`src/rtl/load_store_seq_if.sv`:
```
// load_store_seq_if
//   Command and datapath-control bundle between the main control unit and
//   the load/store/writeback sequencer.
//   master : control-unit side, drives start/op/is_byte and observes the
//            memory, MDR, writeback and status strobes.
//   slave  : sequencer side, the mirror image of master.
//   Signals:
//     start       command strobe
//     op          00 ALU_OUT writeback, 01 load, 10 store, 11 raw ALU writeback
//     is_byte     byte (lbu/sb) vs doubleword (ld/sd) access
//     mem_rd      memory read request
//     mem_wr      memory write strobe
//     mem_byte_en write byte lanes
//     mdr_load    load MEM_REG from memory data
//     wb_sel      writeback-mux select
//     reg_wr      register-file write enable
//     busy        sequencer not idle
//     done        last cycle of a command
interface load_store_seq_if;
  logic       start;
  logic [1:0] op;
  logic       is_byte;
  logic       mem_rd;
  logic       mem_wr;
  logic [7:0] mem_byte_en;
  logic       mdr_load;
  logic [1:0] wb_sel;
  logic       reg_wr;
  logic       busy;
  logic       done;

  modport master (
    output start, op, is_byte,
    input  mem_rd, mem_wr, mem_byte_en, mdr_load, wb_sel, reg_wr, busy, done
  );

  modport slave (
    input  start, op, is_byte,
    output mem_rd, mem_wr, mem_byte_en, mdr_load, wb_sel, reg_wr, busy, done
  );
endinterface

```
`src/rtl/load_store_seq.sv`:
```
// load_store_seq
//   Multicycle sequencer for the memory/writeback phase of one instruction.
//   A start pulse in IDLE captures op/is_byte and walks the command through
//   RD -> MDR -> WB (load), WB (ALU writeback) or WR (store).
//   Ports:
//     clk    system clock, rising edge
//     reset  synchronous, active-high
//     bus    load_store_seq_if.slave: command inputs and control strobes
//   Parameter:
//     MEM_LATENCY  cycles mem_rd is held before read data is valid (1..15)
module load_store_seq #(
  parameter int MEM_LATENCY = 2
) (
  input logic             clk,
  input logic             reset,
  load_store_seq_if.slave bus
);

  localparam logic [2:0] IDLE = 3'd0;
  localparam logic [2:0] RD   = 3'd1;
  localparam logic [2:0] MDR  = 3'd2;
  localparam logic [2:0] WB   = 3'd3;
  localparam logic [2:0] WR   = 3'd4;

  localparam logic [3:0] LAT_M1 = 4'(MEM_LATENCY - 1);

  logic [2:0] state;
  logic [3:0] cnt;
  logic [1:0] op_q;
  logic       byte_q;

  // Sequencing: commands are accepted only from IDLE, and op/is_byte are
  // latched at that moment so later input changes cannot disturb a command
  // already in flight. The read wait counter counts down to zero while RD
  // holds mem_rd high.
  always_ff @(posedge clk) begin
    if (reset) begin
      state  <= IDLE;
      cnt    <= 4'd0;
      op_q   <= 2'b00;
      byte_q <= 1'b0;
    end else begin
      case (state)
        IDLE: begin
          if (bus.start) begin
            op_q   <= bus.op;
            byte_q <= bus.is_byte;
            case (bus.op)
              2'b01: begin
                state <= RD;
                cnt   <= LAT_M1;
              end
              2'b10:   state <= WR;
              default: state <= WB;
            endcase
          end
        end
        RD: begin
          if (cnt == 4'd0) state <= MDR;
          else             cnt   <= cnt - 4'd1;
        end
        MDR:     state <= WB;
        WB:      state <= IDLE;
        WR:      state <= IDLE;
        default: state <= IDLE;
      endcase
    end
  end

  // Output decode: purely from state and the captured command, so nothing
  // on the command inputs can reach an output combinationally.
  always_comb begin
    bus.mem_rd      = 1'b0;
    bus.mem_wr      = 1'b0;
    bus.mem_byte_en = 8'h00;
    bus.mdr_load    = 1'b0;
    bus.wb_sel      = 2'b00;
    bus.reg_wr      = 1'b0;
    bus.done        = 1'b0;
    bus.busy        = (state != IDLE);
    case (state)
      RD:  bus.mem_rd   = 1'b1;
      MDR: bus.mdr_load = 1'b1;
      WB: begin
        bus.reg_wr = 1'b1;
        bus.done   = 1'b1;
        case (op_q)
          2'b11:   bus.wb_sel = 2'b01;
          2'b01:   bus.wb_sel = byte_q ? 2'b10 : 2'b11;
          default: bus.wb_sel = 2'b00;
        endcase
      end
      WR: begin
        bus.mem_wr      = 1'b1;
        bus.done        = 1'b1;
        bus.mem_byte_en = byte_q ? 8'h01 : 8'hFF;
      end
      default: ;
    endcase
  end

endmodule

```
`src/flat_wrapper.sv`:
```
// flat-port wrapper written by rule: the top's interface ports become plain ports
module load_store_seq_flat 
#(
  parameter int MEM_LATENCY = 2
)
  (clk, reset, bus_start, bus_op, bus_is_byte, bus_mem_rd, bus_mem_wr, bus_mem_byte_en, bus_mdr_load, bus_wb_sel, bus_reg_wr, bus_busy, bus_done);
  load_store_seq_if bus_i ();
  input logic clk;
  input logic reset;
  input wire logic [$bits(bus_i.start)-1:0] bus_start;
  input wire logic [$bits(bus_i.op)-1:0] bus_op;
  input wire logic [$bits(bus_i.is_byte)-1:0] bus_is_byte;
  output wire logic [$bits(bus_i.mem_rd)-1:0] bus_mem_rd;
  output wire logic [$bits(bus_i.mem_wr)-1:0] bus_mem_wr;
  output wire logic [$bits(bus_i.mem_byte_en)-1:0] bus_mem_byte_en;
  output wire logic [$bits(bus_i.mdr_load)-1:0] bus_mdr_load;
  output wire logic [$bits(bus_i.wb_sel)-1:0] bus_wb_sel;
  output wire logic [$bits(bus_i.reg_wr)-1:0] bus_reg_wr;
  output wire logic [$bits(bus_i.busy)-1:0] bus_busy;
  output wire logic [$bits(bus_i.done)-1:0] bus_done;
  assign bus_i.start = bus_start;
  assign bus_i.op = bus_op;
  assign bus_i.is_byte = bus_is_byte;
  assign bus_mem_rd = bus_i.mem_rd;
  assign bus_mem_wr = bus_i.mem_wr;
  assign bus_mem_byte_en = bus_i.mem_byte_en;
  assign bus_mdr_load = bus_i.mdr_load;
  assign bus_wb_sel = bus_i.wb_sel;
  assign bus_reg_wr = bus_i.reg_wr;
  assign bus_busy = bus_i.busy;
  assign bus_done = bus_i.done;
  load_store_seq #(.MEM_LATENCY(MEM_LATENCY)) u_core (.clk(clk), .reset(reset), .bus(bus_i));
endmodule
```
`config.mk`:
```
export PLATFORM = sky130hd
export DESIGN_NAME = load_store_seq_flat
export DESIGN_NICKNAME = d
export VERILOG_FILES = /design/src/rtl/load_store_seq_if.sv /design/src/rtl/load_store_seq.sv /design/src/flat_wrapper.sv
export SDC_FILE = /design/constraint.sdc
export NUM_CORES = 1
export LEC_CHECK = 0
export ABC_CLOCK_PERIOD_IN_PS = 3000
export CELL_PAD_IN_SITES_DETAIL_PLACEMENT = 0
export CELL_PAD_IN_SITES_GLOBAL_PLACEMENT = 1
export CORE_MARGIN = 1
export CORE_UTILIZATION = 33
export DETAILED_ROUTE_END_ITERATION = 7
export MAX_ROUTING_LAYER = met4
export PLACE_DENSITY_LB_ADDON = 0.1
export SLEW_MARGIN = 10
export SYNTH_ARGS = -nofsm -noshare
export SYNTH_HDL_FRONTEND = slang
export SYNTH_SLANG_ARGS = --single-unit
```
`constraint.sdc`:
```
create_clock -name clk -period 3 [get_ports clk]
set_input_delay 0.6 -clock clk [delete_from_list [all_inputs] [get_ports clk]]
set_output_delay 0.6 -clock clk [all_outputs]
set_load 0.1 [all_outputs]
```
======== After elaboration in Yosys (flattened, before gate mapping) ========
Cells that the tools add are included.
operators by class
  $add $sub $neg .......................... 1
  equal/unequal tests ..................... 12
  mux-type cells .......................... 18
  reductions and logical operators ........ 8
operators by type and width
  operator                                                                  count
  8-bit two-way mux                                                         2
  4-bit two-way mux                                                         3
  3-bit one-hot mux with 3 select lines                                     1
  4-bit one-hot mux with 2 select lines                                     1
  3-bit by 2-bit equality test with 1-bit output (second input constant)    2
  1-bit two-way mux                                                         6
  3-bit two-way mux                                                         2
  2-bit inequality test (second input constant)                             3
  3-bit one-hot mux with 2 select lines                                     1
  2-bit by 1-bit equality test with 1-bit output (second input constant)    2
  2-bit equality test (second input constant)                               2
  4-bit zero test                                                           1
  2-bit one-hot mux with 2 select lines                                     1
  2-bit AND reduction                                                       2
  4-bit AND reduction                                                       1
  4-bit by 1-bit subtractor with 4-bit output (second input constant)       1
  3-bit by 1-bit equality test with 1-bit output (second input constant)    1
  3-bit equality test (second input constant)                               1
  3-bit zero test                                                           1
  3-bit nonzero test                                                        1
  2-bit two-way mux                                                         1
  2-bit by 1-bit inequality test with 1-bit output (second input constant)  1
  2-bit nonzero test                                                        1
  2-bit OR reduction                                                        1
storage, ports and cells
  bits in registers ....................... 10
  bits of input ports ..................... 6
  output and inout bits ................... 16
  word-level logic and storage cells ...... 43

======== Depth between registers and ports, before layout ========
  depth after elaboration ................. 4
  depth in mapped cells ................... 6
  gate-level depth less buffers ........... 5

======== Worst setup path after synthesis ========
No wires, ideal clock.
  kind .................................... flip-flop to output port
  start ................................... reg u_core.state[1]
  end ..................................... out bus_wb_sel[0]
  arrival time ............................ 2902 ps
  data required time ...................... 2400 ps
  setup slack ............................. -502 ps
  stages on the path, launching flop included .. 4
  buffers on the path ..................... 0
  cells stage by stage .................... dfxtp_1 > and3b_1 > nand2_1 > a21oi_1
on the way
  word-level cells in the longest chain between the ends .. 2
ends and longest elaborated chain
  item                                            RTL line              source
  start, declared                                 load_store_seq.sv:27  logic [2:0] state;
  start signal, assigned                          load_store_seq.sv:38  state <= IDLE;
  start signal, assigned                          load_store_seq.sv:50  state <= RD;
  start signal, assigned                          load_store_seq.sv:53  2'b10: state <= WR;
  3-bit by 2-bit equality test with 1-bit output  load_store_seq.sv:81  case (state)
  2-bit two-way mux                               load_store_seq.sv:81
  end, declared                                   flat_wrapper.sv:17    output wire logic [$bits(bus_i.wb_sel)-1:0] bus_wb_sel;
No other way between the ends.

======== Worst setup path after layout ========
  start ................................... reg u_core.state[0]
  end ..................................... out bus_mem_rd
on the way
  word-level cells in the longest chain between the ends .. 2
ends and longest elaborated chain
  item                                            RTL line              source
  3-bit by 1-bit equality test with 1-bit output  load_store_seq.sv:81
  1-bit two-way mux                               load_store_seq.sv:81
  end, declared                                   flat_wrapper.sv:13    output wire logic [$bits(bus_i.mem_rd)-1:0] bus_mem_rd;
No other way between the ends.

==> results.sh <==
export IMPL_ys_flop_type="sky130_fd_sc_hd__dfxtp_1"
export IMPL_postCtsHoldBufs=0
export IMPL_seq_total_area_yosys=0.308
export IMPL_setup_repair_after_global_routing_missed_its_margin="false"
export IMPL_worst_pin_slew_ps=471
export IMPL_timing_hold_ws_ps=459
export IMPL_min_delay_path_class="reg -> reg"
export IMPL_final_max_slew_violation_count=0
export IMPL_ys_async_sr_fraction=0
export IMPL_startpoint_type="register"
export IMPL_post_synth_top_area_cell="sky130_fd_sc_hd__dfxtp_1"
export IMPL_grt_first_pass_wirelength_um=2240
export IMPL_detail_route_antenna_nets=0
export IMPL_layout_drive_gt1_share=0.278
export IMPL_wire_per_inst_um=11.2
export IMPL_core_region_area_mm2=0.00178
export IMPL_synth_edff_count=0
export IMPL_ctsLongestPathBuffers=2
export IMPL_minimum_clock_period_ps=2160
export IMPL_timing_critical_path_arrival_ps=1560
export IMPL_netlist_area_um2=649
export IMPL_tns_ps=0
export IMPL_worst_setup_path_end_kind="output pin"
export IMPL_fp_dieArea_mm2=0.00215
export IMPL_worst_path_max_delay_cell="sky130_fd_sc_hd__dfxtp_1"
export IMPL_floorplan_die_width_um=46.4
export IMPL_gpl_final_weighted_congestion=0.687
export IMPL_largest_net_degree_at_the_start_of_global_routing=13
export IMPL_grt_ovfl_total=0
export IMPL_fin_nets=108
export IMPL_synth_avg_cell_area_um2=8.02
export IMPL_std_cell_rows=15
export IMPL_max_clock_freq_mhz=463
export IMPL_slowest_delay_ps=470
export IMPL_mostFrequentLayoutCell="sky130_fd_sc_hd__buf_4"
export IMPL_path_buf_inv=2
export IMPL_post_route_period_util=0.721
export IMPL_wirelength_um=1360
export IMPL_cts_root_buffer="sky130_fd_sc_hd__clkbuf_4"
export IMPL_netlist_instances=81
export IMPL_yosys_warnings=0
export IMPL_synth_fp_nets=91
export IMPL_worst_skew_pair_late_latency_ps=260
export IMPL_dp_hpwl_um=1040
export IMPL_drc_errors=0
export IMPL_start_util=0.364
export IMPL_die_height_um=46.4
export IMPL_setup_violations=0
export IMPL_most_frequent_cells_in_the_layout="16 x sky130_fd_sc_hd__buf_4, 12 x sky130_fd_sc_hd__nand2_1, 10 x sky130_fd_sc_hd__dfxtp_1"
export IMPL_worst_path_dominant_cell_family="flip-flops"
export IMPL_vdd_ir_drop_worst_mv=0.289
export IMPL_postCtsSetupBuffers=0
export IMPL_synth_top_area_share=0.308
export IMPL_ios=22
export IMPL_yosysUniqueCellTypes=27
export IMPL_timing_critical_path_fanout_max=8
export IMPL_clock_tree_htree_level_count=1
export IMPL_cp_required_ps=2400
export IMPL_numCtsBuffers=3
export IMPL_final_hold_violation_count=0
export IMPL_run_status="complete, no violations"
export IMPL_router_iterations_before_antenna_repair=4
export IMPL_num_antenna_cells=0
export IMPL_cts_tree="yes"
export IMPL_ctsResizeCount=0
export IMPL_timing_critical_path_cells="or3b_4, clkinv_4, buf_4"
export IMPL_crit_type="reg -> out"
export IMPL_portBuffers=21
export IMPL_grt_pass1_vias=505
export IMPL_via_per_inst=4.75
export IMPL_power_static_leakage_nw=0.374
export IMPL_grt_util_all_layers=0.162
export IMPL_drv_max_cap_violation_count=0
export IMPL_drt_first_iter_violations=9
export IMPL_synth_ff_latch_count=10
export IMPL_syn_to_final_growth_pct=28.7
export IMPL_timing_max_slew_rel_slack=0.685
export IMPL_dr_total_vias=580
export IMPL_number_of_antenna_violations_at_the_first_check_in_global_routing=0
export IMPL_cts_sinks=10
export IMPL_fin_worst_skew_ps=2.89
export IMPL_clk_transition_reported_paths_ps=70
export IMPL_ys_top_cells_by_area="sky130_fd_sc_hd__dfxtp_1 31%, sky130_fd_sc_hd__buf_4 8.1%, sky130_fd_sc_hd__ha_1 7.7%"
export IMPL_p_per_area_mw_per_mm2=553
==> synthesized netlist by cell type, types with 3 or more instances <==
cell type,instances
sky130_fd_sc_hd__nand2_1,12
sky130_fd_sc_hd__dfxtp_1,10
sky130_fd_sc_hd__nor2_1,6
sky130_fd_sc_hd__a21oi_1,5
sky130_fd_sc_hd__inv_1,7
sky130_fd_sc_hd__buf_4,7
sky130_fd_sc_hd__nor3b_1,3
sky130_fd_sc_hd__ha_1,4
==> power by group <==
group	switching, mW	internal, mW	leakage (nW)
clock network	0.0461	0.0736	0.0210
logic	0.136	0.0489	0.271
registers	0.0138	0.144	0.0817
total	0.196	0.266	0.374
==> cells by family after synthesis <==
group	count (synthesis)	share of synthesized area
simple gates	35	0.304
buf+inv	17	0.146
compound gates	14	0.146
flops	10	0.308
fa+ha+maj	4	0.0771
mux	1	0.0173
==> state kept, by name, summed over array words and instances (netlist names) <==
signal and count:
u_core.cnt 4, u_core.state 3, u_core.op_q 2, u_core.byte_q 1
==> per-stage QoR <==
step                      std cells  worst slack (ps)  cell area [um^2]  power (mW)  utilization
after detailed placement        118               803               800       0.346        0.448
final                           122               838               836       0.462        0.469
after floorplan                  81              58.9               658       0.310            -
after global routing            122               700               836       0.498        0.469
after CTS                       122               830               836       0.472        0.469
after global placement          118               849               800       0.347        0.448
==> tightest hold or removal path, delay by kind of cell, from the launching register on <==
kind | cells | cell delay, ps
flip-flops | 1 | 310
AO/OA/AOI/OAI | 1 | 50
AND/OR/NAND/NOR | 1 | 50
==> per-layer routing <==
| metal | GRT usage | share of wire |
|---|---|---|
| met5 | - | 0 |
| met4 | 0.0706 | 0.0088 |
| met3 | 0.0706 | 0.068 |
| met2 | 0.256 | 0.47 |
| met1 | 0.174 | 0.45 |
==> layout make-up <==
type,count,area (um^2)
Fill cell,181,947
Multi-Input combinational cell,54,363
Sequential cell,10,200
Timing Repair Buffer,21,170
Clock buffer,4,36.3
Inverter,8,35.0
Tap cell,25,31.3
==> final timing paths <==
path	depth (start not counted)	slack, ps	from	to
setup / recovery	3	840	u_core.state[0]$_SDFFE_PP0P_	bus_mem_rd
hold / removal	2	460	u_core.op_q[0]$_SDFFE_PP0P_	u_core.op_q[0]$_SDFFE_PP0P_
setup reg to reg	5	1300	u_core.cnt[0]$_SDFFE_PP0P_	u_core.cnt[1]$_SDFFE_PP0P_
hold reg to reg	2	460	u_core.op_q[0]$_SDFFE_PP0P_	u_core.op_q[0]$_SDFFE_PP0P_
(Power assumes the default switching activity.)
